`src/rtl/mips_pkg.sv`:
```
// Shared types and constants for the pipelined multiplier.
package mips_pkg;

    localparam int MULT_STAGES = 5;
    localparam int MULT_BYTE_W = 8;
    localparam int MULT_DATA_W = 32;
    localparam int MULT_ADDR_W = 5;
    localparam int MULT_ACC_W  = 64;

    typedef struct packed {
        logic                   valid;
        logic [MULT_ADDR_W-1:0] dest;
        logic [MULT_DATA_W-1:0] a;
        logic [MULT_DATA_W-1:0] b;
        logic [MULT_ACC_W-1:0]  acc;
        logic                   sign;
    } t_mult_stage;

    // Magnitude of a two's-complement word; -2^31 maps to 0x8000_0000 unsigned.
    function automatic logic [MULT_DATA_W-1:0] mag32(input logic [MULT_DATA_W-1:0] v);
        return v[MULT_DATA_W-1] ? (~v + 32'd1) : v;
    endfunction

endpackage

```
`src/rtl/mips_mult_byte_step.sv`:
```
// One shift-add step: acc_out = acc_in + (a * byte_in) << (8 * shift_idx).
module mips_mult_byte_step
    import mips_pkg::*;
(
    input  logic [MULT_ACC_W-1:0]  acc_in,
    input  logic [MULT_DATA_W-1:0] a,
    input  logic [MULT_BYTE_W-1:0] byte_in,
    input  logic [1:0]             shift_idx,
    output logic [MULT_ACC_W-1:0]  acc_out
);

    logic [39:0]           pp;
    logic [MULT_ACC_W-1:0] pp_ext;

    always_comb begin
        pp      = {8'd0, a} * {32'd0, byte_in};
        pp_ext  = {24'd0, pp} << {shift_idx, 3'b000};
        acc_out = acc_in + pp_ext;
    end

endmodule

```
`src/rtl/mips_mult_pipe.sv`:
```
// Five-stage (P0..P3, W) shift-add 32x32 multiplier driving the register-file write port.
// Optional signed multiply is built in when MULT_SIGNED_EN is defined.
`ifndef MIPS_DFF_AR
`define MIPS_DFF_AR(clk_, rst_b_, q_, d_, rstv_) \
    always_ff @(posedge clk_ or negedge rst_b_) begin \
        if (!rst_b_) q_ <= rstv_; \
        else q_ <= d_; \
    end
`endif

module mips_mult_pipe
    import mips_pkg::*;
#(
    parameter int DATA_W     = 32,
    parameter int REG_ADDR_W = 5,
    parameter int NUM_STAGES = 5
) (
    input  logic                  clk,
    input  logic                  rst,
    input  logic                  mult_start_D,
    input  logic                  stall,
    input  logic [REG_ADDR_W-1:0] reg_dest_addr_mult,
    input  logic [DATA_W-1:0]     op_a_D,
    input  logic [DATA_W-1:0]     op_b_D,
    input  logic                  mult_signed_D,
    input  logic                  alu_wr_en_W,
    output logic                  mult_wr_en,
    output logic [REG_ADDR_W-1:0] mult_wr_addr,
    output logic [DATA_W-1:0]     mult_wr_data,
    output logic [DATA_W-1:0]     mult_hi,
    output logic [2:0]            mult_inflight,
    output logic                  port_conflict
);

    localparam int W_IDX = MULT_STAGES - 1;

    if (NUM_STAGES != MULT_STAGES || DATA_W != MULT_DATA_W || REG_ADDR_W != MULT_ADDR_W) begin : g_bad_cfg
        $error("mips_mult_pipe: unsupported parameter set");
    end

    t_mult_stage [MULT_STAGES-1:0] stage_q, stage_d;
    logic [DATA_W-1:0]             hi_q, hi_d;
    logic [2:0]                    inflight_q, inflight_d;
    logic                          conflict_q, conflict_d;

    logic                          issue;
    logic [DATA_W-1:0]             a_in, b_in;
    logic                          sign_in;
    logic [3:0][MULT_ACC_W-1:0]    step_acc_in, step_acc_out;
    logic [3:0][MULT_DATA_W-1:0]   step_a;
    logic [3:0][MULT_BYTE_W-1:0]   step_byte;
    logic                          unused_w;

    always_comb begin
        issue = mult_start_D & ~stall;
`ifdef MULT_SIGNED_EN
        if (mult_signed_D) begin
            a_in    = mag32(op_a_D);
            b_in    = mag32(op_b_D);
            sign_in = op_a_D[DATA_W-1] ^ op_b_D[DATA_W-1];
        end else begin
            a_in    = op_a_D;
            b_in    = op_b_D;
            sign_in = 1'b0;
        end
`else
        a_in    = op_a_D;
        b_in    = op_b_D;
        sign_in = 1'b0;
`endif
    end

`ifndef MULT_SIGNED_EN
    logic unused_signed;
    assign unused_signed = mult_signed_D;
`endif

    // P0 multiplies the issuing operands; Pn adds the next byte of b from stage n-1.
    always_comb begin
        step_acc_in[0] = '0;
        step_a[0]      = a_in;
        step_byte[0]   = b_in[7:0];
        for (int i = 1; i < 4; i++) begin
            step_acc_in[i] = stage_q[i-1].acc;
            step_a[i]      = stage_q[i-1].a;
            step_byte[i]   = stage_q[i-1].b[8*i +: 8];
        end
    end

    for (genvar g = 0; g < 4; g++) begin : g_step
        mips_mult_byte_step u_step (
            .acc_in    (step_acc_in[g]),
            .a         (step_a[g]),
            .byte_in   (step_byte[g]),
            .shift_idx (2'(g)),
            .acc_out   (step_acc_out[g])
        );
    end

    always_comb begin
        stage_d[0] = '0;
        if (issue) begin
            stage_d[0].valid = 1'b1;
            stage_d[0].dest  = reg_dest_addr_mult;
            stage_d[0].a     = a_in;
            stage_d[0].b     = b_in;
            stage_d[0].acc   = step_acc_out[0];
            stage_d[0].sign  = sign_in;
        end
        for (int i = 1; i < 4; i++) begin
            stage_d[i]     = stage_q[i-1];
            stage_d[i].acc = step_acc_out[i];
        end
        stage_d[W_IDX] = stage_q[3];
`ifdef MULT_SIGNED_EN
        if (stage_q[3].sign) begin
            stage_d[W_IDX].acc = ~stage_q[3].acc + 64'd1;
        end
`endif
    end

    always_comb begin
        hi_d       = stage_q[W_IDX].valid ? stage_q[W_IDX].acc[63:32] : hi_q;
        conflict_d = conflict_q | (stage_q[W_IDX].valid & alu_wr_en_W);
        inflight_d = '0;
        for (int i = 0; i < MULT_STAGES; i++) begin
            inflight_d = inflight_d + 3'(stage_d[i].valid);
        end
    end

    `MIPS_DFF_AR(clk, rst, stage_q, stage_d, '0)
    `MIPS_DFF_AR(clk, rst, hi_q, hi_d, '0)
    `MIPS_DFF_AR(clk, rst, conflict_q, conflict_d, 1'b0)
    `MIPS_DFF_AR(clk, rst, inflight_q, inflight_d, '0)

    assign mult_wr_en    = stage_q[W_IDX].valid;
    assign mult_wr_addr  = stage_q[W_IDX].dest;
    assign mult_wr_data  = stage_q[W_IDX].acc[31:0];
    assign mult_hi       = hi_q;
    assign mult_inflight = inflight_q;
    assign port_conflict = conflict_q;
    assign unused_w      = ^{stage_q[W_IDX].a, stage_q[W_IDX].b, stage_q[W_IDX].sign};

endmodule

```
`config.mk`:
```
export PLATFORM = sky130hd
export DESIGN_NAME = mips_mult_pipe
export DESIGN_NICKNAME = d
export VERILOG_FILES = /design/src/rtl/mips_pkg.sv /design/src/rtl/mips_mult_byte_step.sv /design/src/rtl/mips_mult_pipe.sv
export SDC_FILE = /design/constraint.sdc
export NUM_CORES = 2
export LEC_CHECK = 0
export CAP_MARGIN = 15
export CORE_ASPECT_RATIO = 1.75
export CORE_MARGIN = 8
export CORE_UTILIZATION = 40
export CTS_CLUSTER_DIAMETER = 50
export DETAILED_ROUTE_END_ITERATION = 16
export PLACE_DENSITY = 0.56
export SETUP_SLACK_MARGIN = 0.1
export SYNTH_ARGS = -nofsm -noshare
export SYNTH_HDL_FRONTEND = slang
export SYNTH_SLANG_ARGS = --single-unit
```
`constraint.sdc`:
```
create_clock -name clk -period 6.7 [get_ports clk]
set_clock_uncertainty 0.05 [all_clocks]
set_input_delay 1.675 -clock clk [delete_from_list [all_inputs] [get_ports clk]]
set_output_delay 1.675 -clock clk [all_outputs]
set_load 0.03 [all_outputs]
```
======== Word-level counts from Yosys, hierarchy flattened ========
Cells that the tools add are included.
storage, ports and cells
  bits in registers ....................... 578
  latch bits .............................. 0
  memory bits (writable) .................. 0
  memory bits (read-only) ................. 0
  input port bits ......................... 75
  output and inout bits ................... 74
  word-level logic and storage cells ...... 40
  memories ................................ 0
operators by class
  add/subtract/negate cells ............... 7
  $mul .................................... 4
  div/mod/pow operators ................... 0
  order comparisons ....................... 0
  equality and inequality tests ........... 0
  shifts and indexed selects .............. 0
  mux-type cells .......................... 1
  bitwise operators ....................... 4
  reduce and logical (&&, ||, !) cells .... 0
operators with widths
  cell                                           count
  32-bit by 8-bit multiplier with 40-bit output  4
  135-bit 2-to-1 mux                             1
  64-bit by 48-bit adder with 64-bit output      1
  64-bit by 56-bit adder with 64-bit output      1
  64-bit adder                                   1
  3-bit by 1-bit adder with 3-bit output         2
  2-bit by 1-bit adder with 3-bit output         1
  1-bit by 1-bit adder with 2-bit output         1
  1-bit AND                                      2
  1-bit inverter                                 1
  1-bit bitwise OR                               1

======== Depth between registers and ports, before layout ========
  depth after elaboration ................. 7
  mapped depth ............................ 31
  mapped depth without buffers ............ 30

======== Hierarchy ========
From an unflattened synthesis, not the netlist that was laid out.
unflattened totals
  cells, all modules ...................... 7,466
  area total of the unflattened synthesis .. 67,314.6 µm²
modules (own cells, without submodules)
  module                                   times used  cells an instance  area each (µm²)  seq. area each (µm²)
  mips_mult_pipe                           1           762                15,302.2         13,262.7
  mips_mult_byte_step at g_step[2].u_step  1           1,709              13,210.2         0.0
  mips_mult_byte_step at g_step[1].u_step  1           1,655              13,011.2         0.0
  mips_mult_byte_step at g_step[3].u_step  1           1,686              12,944.9         0.0
  mips_mult_byte_step at g_step[0].u_step  1           1,654              12,846.1         0.0

======== Least setup slack after synthesis ========
Ideal clock, no wire load.
  kind .................................... flip-flop to flip-flop
  from .................................... reg, netlist name stage_d[210]
  to ...................................... reg, netlist name stage_q[178]
  setup time .............................. 0.133 ns
  arrival time ............................ 6.264 ns
  data required time ...................... 6.517 ns
  path slack .............................. 0.253 ns
  cell stages (with the launch flop) ...... 28
  buffers on the path ..................... 3
  period minus slack after synthesis ...... 6.447 ns
  cell sequence ........................... dfrtp_1 clkbuf_1 and2_1 fa_1 fa_1 fa_1 inv_1 fa_1 inv_1 ha_1 clkbuf_1 nand2_1 o31ai_1 a21oi_1 a21o_1 xnor2_1 ha_1 clkbuf_1 a211oi_1 o21bai_1 a211oi_1 o211ai_1 a32o_1 nor2_1 o21ai_1 a221oi_1 nor3b_1 xor2_1
on the way
  longest elaborated chain between the ends .. 2
RTL lines
  what                                           RTL line                   text
  32-bit by 8-bit multiplier with 40-bit output  mips_mult_byte_step.sv:16  pp = {8'd0, a} * {32'd0, byte_in};
  64-bit by 48-bit adder with 64-bit output      mips_mult_byte_step.sv:18  acc_out = acc_in + pp_ext;
  net g_step[1].u_step.acc_out[42]               mips_mult_byte_step.sv:9   output logic [MULT_ACC_W-1:0] acc_out
The timed path passes the listed nets, and every way through them passes these cells.
A chain may end at the register's enable or synchronous reset.

======== Worst setup path after layout ========
  from .................................... reg, netlist name stage_d[357]
  to ...................................... reg, netlist name stage_q[322]
on the way
  longest elaborated chain between the ends .. 2
RTL lines
  what                                           RTL line
  32-bit by 8-bit multiplier with 40-bit output  mips_mult_byte_step.sv:16
  64-bit by 56-bit adder with 64-bit output      mips_mult_byte_step.sv:18
  net g_step[2].u_step.acc_out[51]               mips_mult_byte_step.sv:9
The timed path passes the listed nets, and every way through them passes these cells.

==> reports/metrics.csv <==
stage,metric,value,unit
grt,grt_pass1_wl,218000,um
logic_synthesis,yosys.area.top_type,fa_1,
worst_setup_path,path_max_fanout,8,
logic_synthesis,ys_ff_latch,484,
logic_synthesis,synth_simple_gate_area_frac,0.174,
timing,period_needed,6.78,ns
outcome,status,"finished, violations left",
route,ant_nets,0,
logic_synthesis,synthMuxAreaShare,0.00795,
clock_tree,cts.htree.levels,2,
logic_synthesis,syn_avg_cell_area,9.91,sq um
timing,final_hold_viol_count,0,
timing,rsz0062_at_grt,true,
worst_setup_path,crit_end,stage_q[322]$_DFF_PN0_,
worst_setup_path,critical_path_class,reg -> reg,
timing,layout_setup_ws,-0.0779,ns
timing,fmax,0.148,GHz
pwr,switchingPower,4960,uW
timing,timing.slew.headroom,0.423,
logic_synthesis,yosys_warnings,0,
cells_and_area,n_fill_cell,11500,
floorplanning,die_w,285,um
clock_tree,root_buffer,clkbuf_16,
logic_synthesis,synth_area,50500,sq um
outcome,violations,negative setup slack,
worst_setup_path,cp_slowest_cell,fa_1,
clock_tree,clock_latency,0.66,ns
route,drc,0,
worst_setup_path,reg2reg_depth,30,
pwr,peakVddDrop,196,uV
clock_tree,clkTransAtPathRegs,0.07,ns
worst_setup_path,cp.required,7.24,ns
timing,finalSetupViolations,5,
worst_hold_path,hp-class,reg -> reg,
run,cap_violations,0,
cells_and_area,drive_above_1_share,0.210,
cells_and_area,final_core_util,0.505,
worst_setup_path,cpMostUsedCell,fa_1,
clock_tree,clock_sinks,484,
worst_setup_path,critPathCaptureType,flop,
pwr,power.density,211,nW/um^2
route,via_per_inst,5.00,
timing,period_share,1.01,
route,dr.pass1.iters,6,
route,num_vias,37800,
grt,grt_pass1_vias,42800,
timing,tightestPinTransition,0.865,ns
clock_tree,cts_made_buffers,53,
route,drtIter0Drc,1209,
clock_tree,cts_buffer_depth,3,
placement,port_buffers,147,
floorplanning,num_rows,172,
cells_and_area,layout_commonest_cell,and2_1,
worst_setup_path,slowest_delay,0.52,ns
placement,place_ws,-0.588,ns
grt,grt_max_degree,108,
floorplanning,die_h,486,um
timing,slew_viol_final,0,
pwr,p_leak,0.0322,uW
grt,grt.overflow.total,0,
cells_and_area,most-common-layout-cells,"and2_1, fa_1, buf_4, inv_1, dfrtp_1",
floorplanning,initial_utilization,0.403,
logic_synthesis,syn_inst,5097,
timing,whs,0.285,ns
grt,grtUsageTotal,0.193,
clock_tree,cts_tree,yes,
logic_synthesis,ys.flop_type,dfrtp_1,
cells_and_area,syn_to_final_growth,25.4,%
logic_synthesis,syn-num-nets,6252,
logic_synthesis,synth_fa_ha_area_frac,0.375,
logic_synthesis,synthXorXnorAreaFrac,0.0388,
worst_setup_path,worstSetupStartpoint,stage_d[357]$_DFF_PN0_,
cells_and_area,nets,7021,
placement,place_congestion,0.895,
pwr,pwr-share-clk,0.236,
logic_synthesis,async_flop_share,1.00,
logic_synthesis,synth_top_area_share,0.287,
pwr,seq_power_share,0.281,
worst_setup_path,rrSetupSlack,-0.08,ns
worst_setup_path,rr_endpoint,stage_q[322]$_DFF_PN0_,
pwr,swShare,0.372,
logic_synthesis,ys_types,100,
floorplanning,ioPinCount,149,
worst_setup_path,cp_data_arrival_time,7.32,ns
grt,antenna_found_initial,2,
logic_synthesis,synth-edff-count,0,
floorplanning,dieArea,138000,sq um
pwr,combPwrFrac,0.483,
worst_setup_path,worstSetupStartpointType,flop,
route,routed_wl,135000,um
worst_setup_path,reg2reg_from,stage_d[357]$_DFF_PN0_,
floorplanning,coreArea,125000,sq um
pwr,internal-power,8400,uW
logic_synthesis,synth-compound-area-share,0.0934,
logic_synthesis,synth.yosys.seq_area_share,0.240,
logic_synthesis,synth_top_family_by_area,adder cells,
logic_synthesis,yosys-top-cells-area,"fa_1, dfrtp_1, and2_1, ha_1, inv_1",
placement,dp_hpwl,111000,um
route,post_drt_wl_per_cell,17.9,um
-- layer usage --
layer  track usage  share of wire
met1         0.185           0.33
met2         0.406           0.59
met5             0              0
met4        0.0902          0.057
met3        0.0139          0.019
-- cell families after synthesis --
group | count (synthesis)
multiplexers | 36
buffers and inverters | 905
flip-flops | 484
XOR/XNOR | 224
AND/OR/NAND/NOR | 1654
AO/OA/AOI/OAI | 714
adder cells (fa/ha/maj) | 1080
-- state kept, by name (all words and copies together) (netlist names) --
register,cells
mult_hi,32
mult_wr_addr,5
port_conflict,1
stage_d,232
mult_wr_data,32
mult_inflight,3
mult_wr_en,1
stage_q,178
-- final cells by class --
type / count / area (sq um) / share of cell area
well taps: 1653 / 2070 / 0.0326
flip-flops and latches: 484 / 12100 / 0.191
clock inverters: 37 / 497 / 0.00784
repair buffers: 924 / 8150 / 0.129
inverters: 695 / 2610 / 0.0412
diodes: 1 / 2.50 / 0.0000395
clock buffers: 60 / 1400 / 0.0222
multi-input cells: 3708 / 36500 / 0.576
-- synthesized netlist by cell type (7+ instances only) --
master,count
nand2_1,485
buf_1,28
xnor2_1,142
a221oi_1,8
nand3b_1,8
o31ai_1,8
mux2_2,33
a31oi_1,26
a21o_1,122
o21ai_0,95
o211ai_1,21
nor3_1,46
ha_1,355
nor2b_1,16
dfrtp_1,484
a211o_1,10
o21bai_1,30
o2111ai_1,7
clkbuf_1,132
xor2_1,82
o21a_1,33
a21oi_1,215
o21ai_1,24
or2_2,10
nand3_1,46
o211a_1,7
nand2b_1,27
nor2_1,148
buf_4,41
and3_1,18
and4_1,10
nor3b_1,10
fa_1,725
nand4_1,43
a211oi_1,35
or3_1,11
inv_1,695
and2_1,745
-- metrics by stage --
stage / area [sq um] / setup TNS, ns / total power, uW / std cells
after detailed placement: 58800 / -17.62 / 9980 / 7383
final: 63400 / -0.146 / 13400 / 7562
after CTS: 62100 / -0.211 / 13300 / 7524
after floorplan: 50500 / 0 / 7290 / 5097
after global routing: 63400 / -5.24 / 14300 / 7562
after global placement: 58800 / -14.10 / 9900 / 7383
-- timing repair --
action	4_1_cts	5_1_grt
endpoints found under the setup margin	41	55
hold buffers	0	0
cloned	6	4
buffers inserted	38	34
gates resized for setup	201	207
pin swaps	141	164
-- worst max-delay path: cells and delay by family, from the launching register on --
| family | cells | cell delay, ns |
|---|---|---|
| buffers and inverters | 5 | 0.55 |
| DFF | 1 | 0.42 |
| and+or+nand+nor | 7 | 0.88 |
| AOI/OAI and AO/OA | 10 | 2.00 |
| adders and majority gates | 6 | 2.52 |
| xor gates and xnor gates | 2 | 0.27 |
-- power by group through the flow --
stage / clock network (uW) / registers [uW] / logic [uW]
4_1_cts: 3280 / 3760 / 6290
3_5_place_dp: 0 / 3810 / 6160
5_1_grt: 3370 / 3810 / 7160
6_report: 3150 / 3750 / 6450
2_1_floorplan: 0 / 3790 / 3510
3_3_place_gp: 0 / 3800 / 6100
-- worst min-delay path by stage --
stage                                 startpoint                    endpoint  slack (ns)  depth (start not counted)
after floorplan           stage_d[669]$_DFF_PN0_   mult_wr_addr[0]$_DFF_PN0_        0.28                          0
after global placement    stage_d[581]$_DFF_PN0_      stage_q[581]$_DFF_PN0_        0.28                          0
after detailed placement  stage_d[365]$_DFF_PN0_      stage_d[500]$_DFF_PN0_        0.28                          0
after CTS                 stage_d[558]$_DFF_PN0_  mult_wr_data[17]$_DFF_PN0_        0.28                          0
after global routing      stage_d[558]$_DFF_PN0_  mult_wr_data[17]$_DFF_PN0_        0.29                          0
final                     stage_d[558]$_DFF_PN0_  mult_wr_data[17]$_DFF_PN0_        0.29                          0
(Power assumes the default switching activity.)
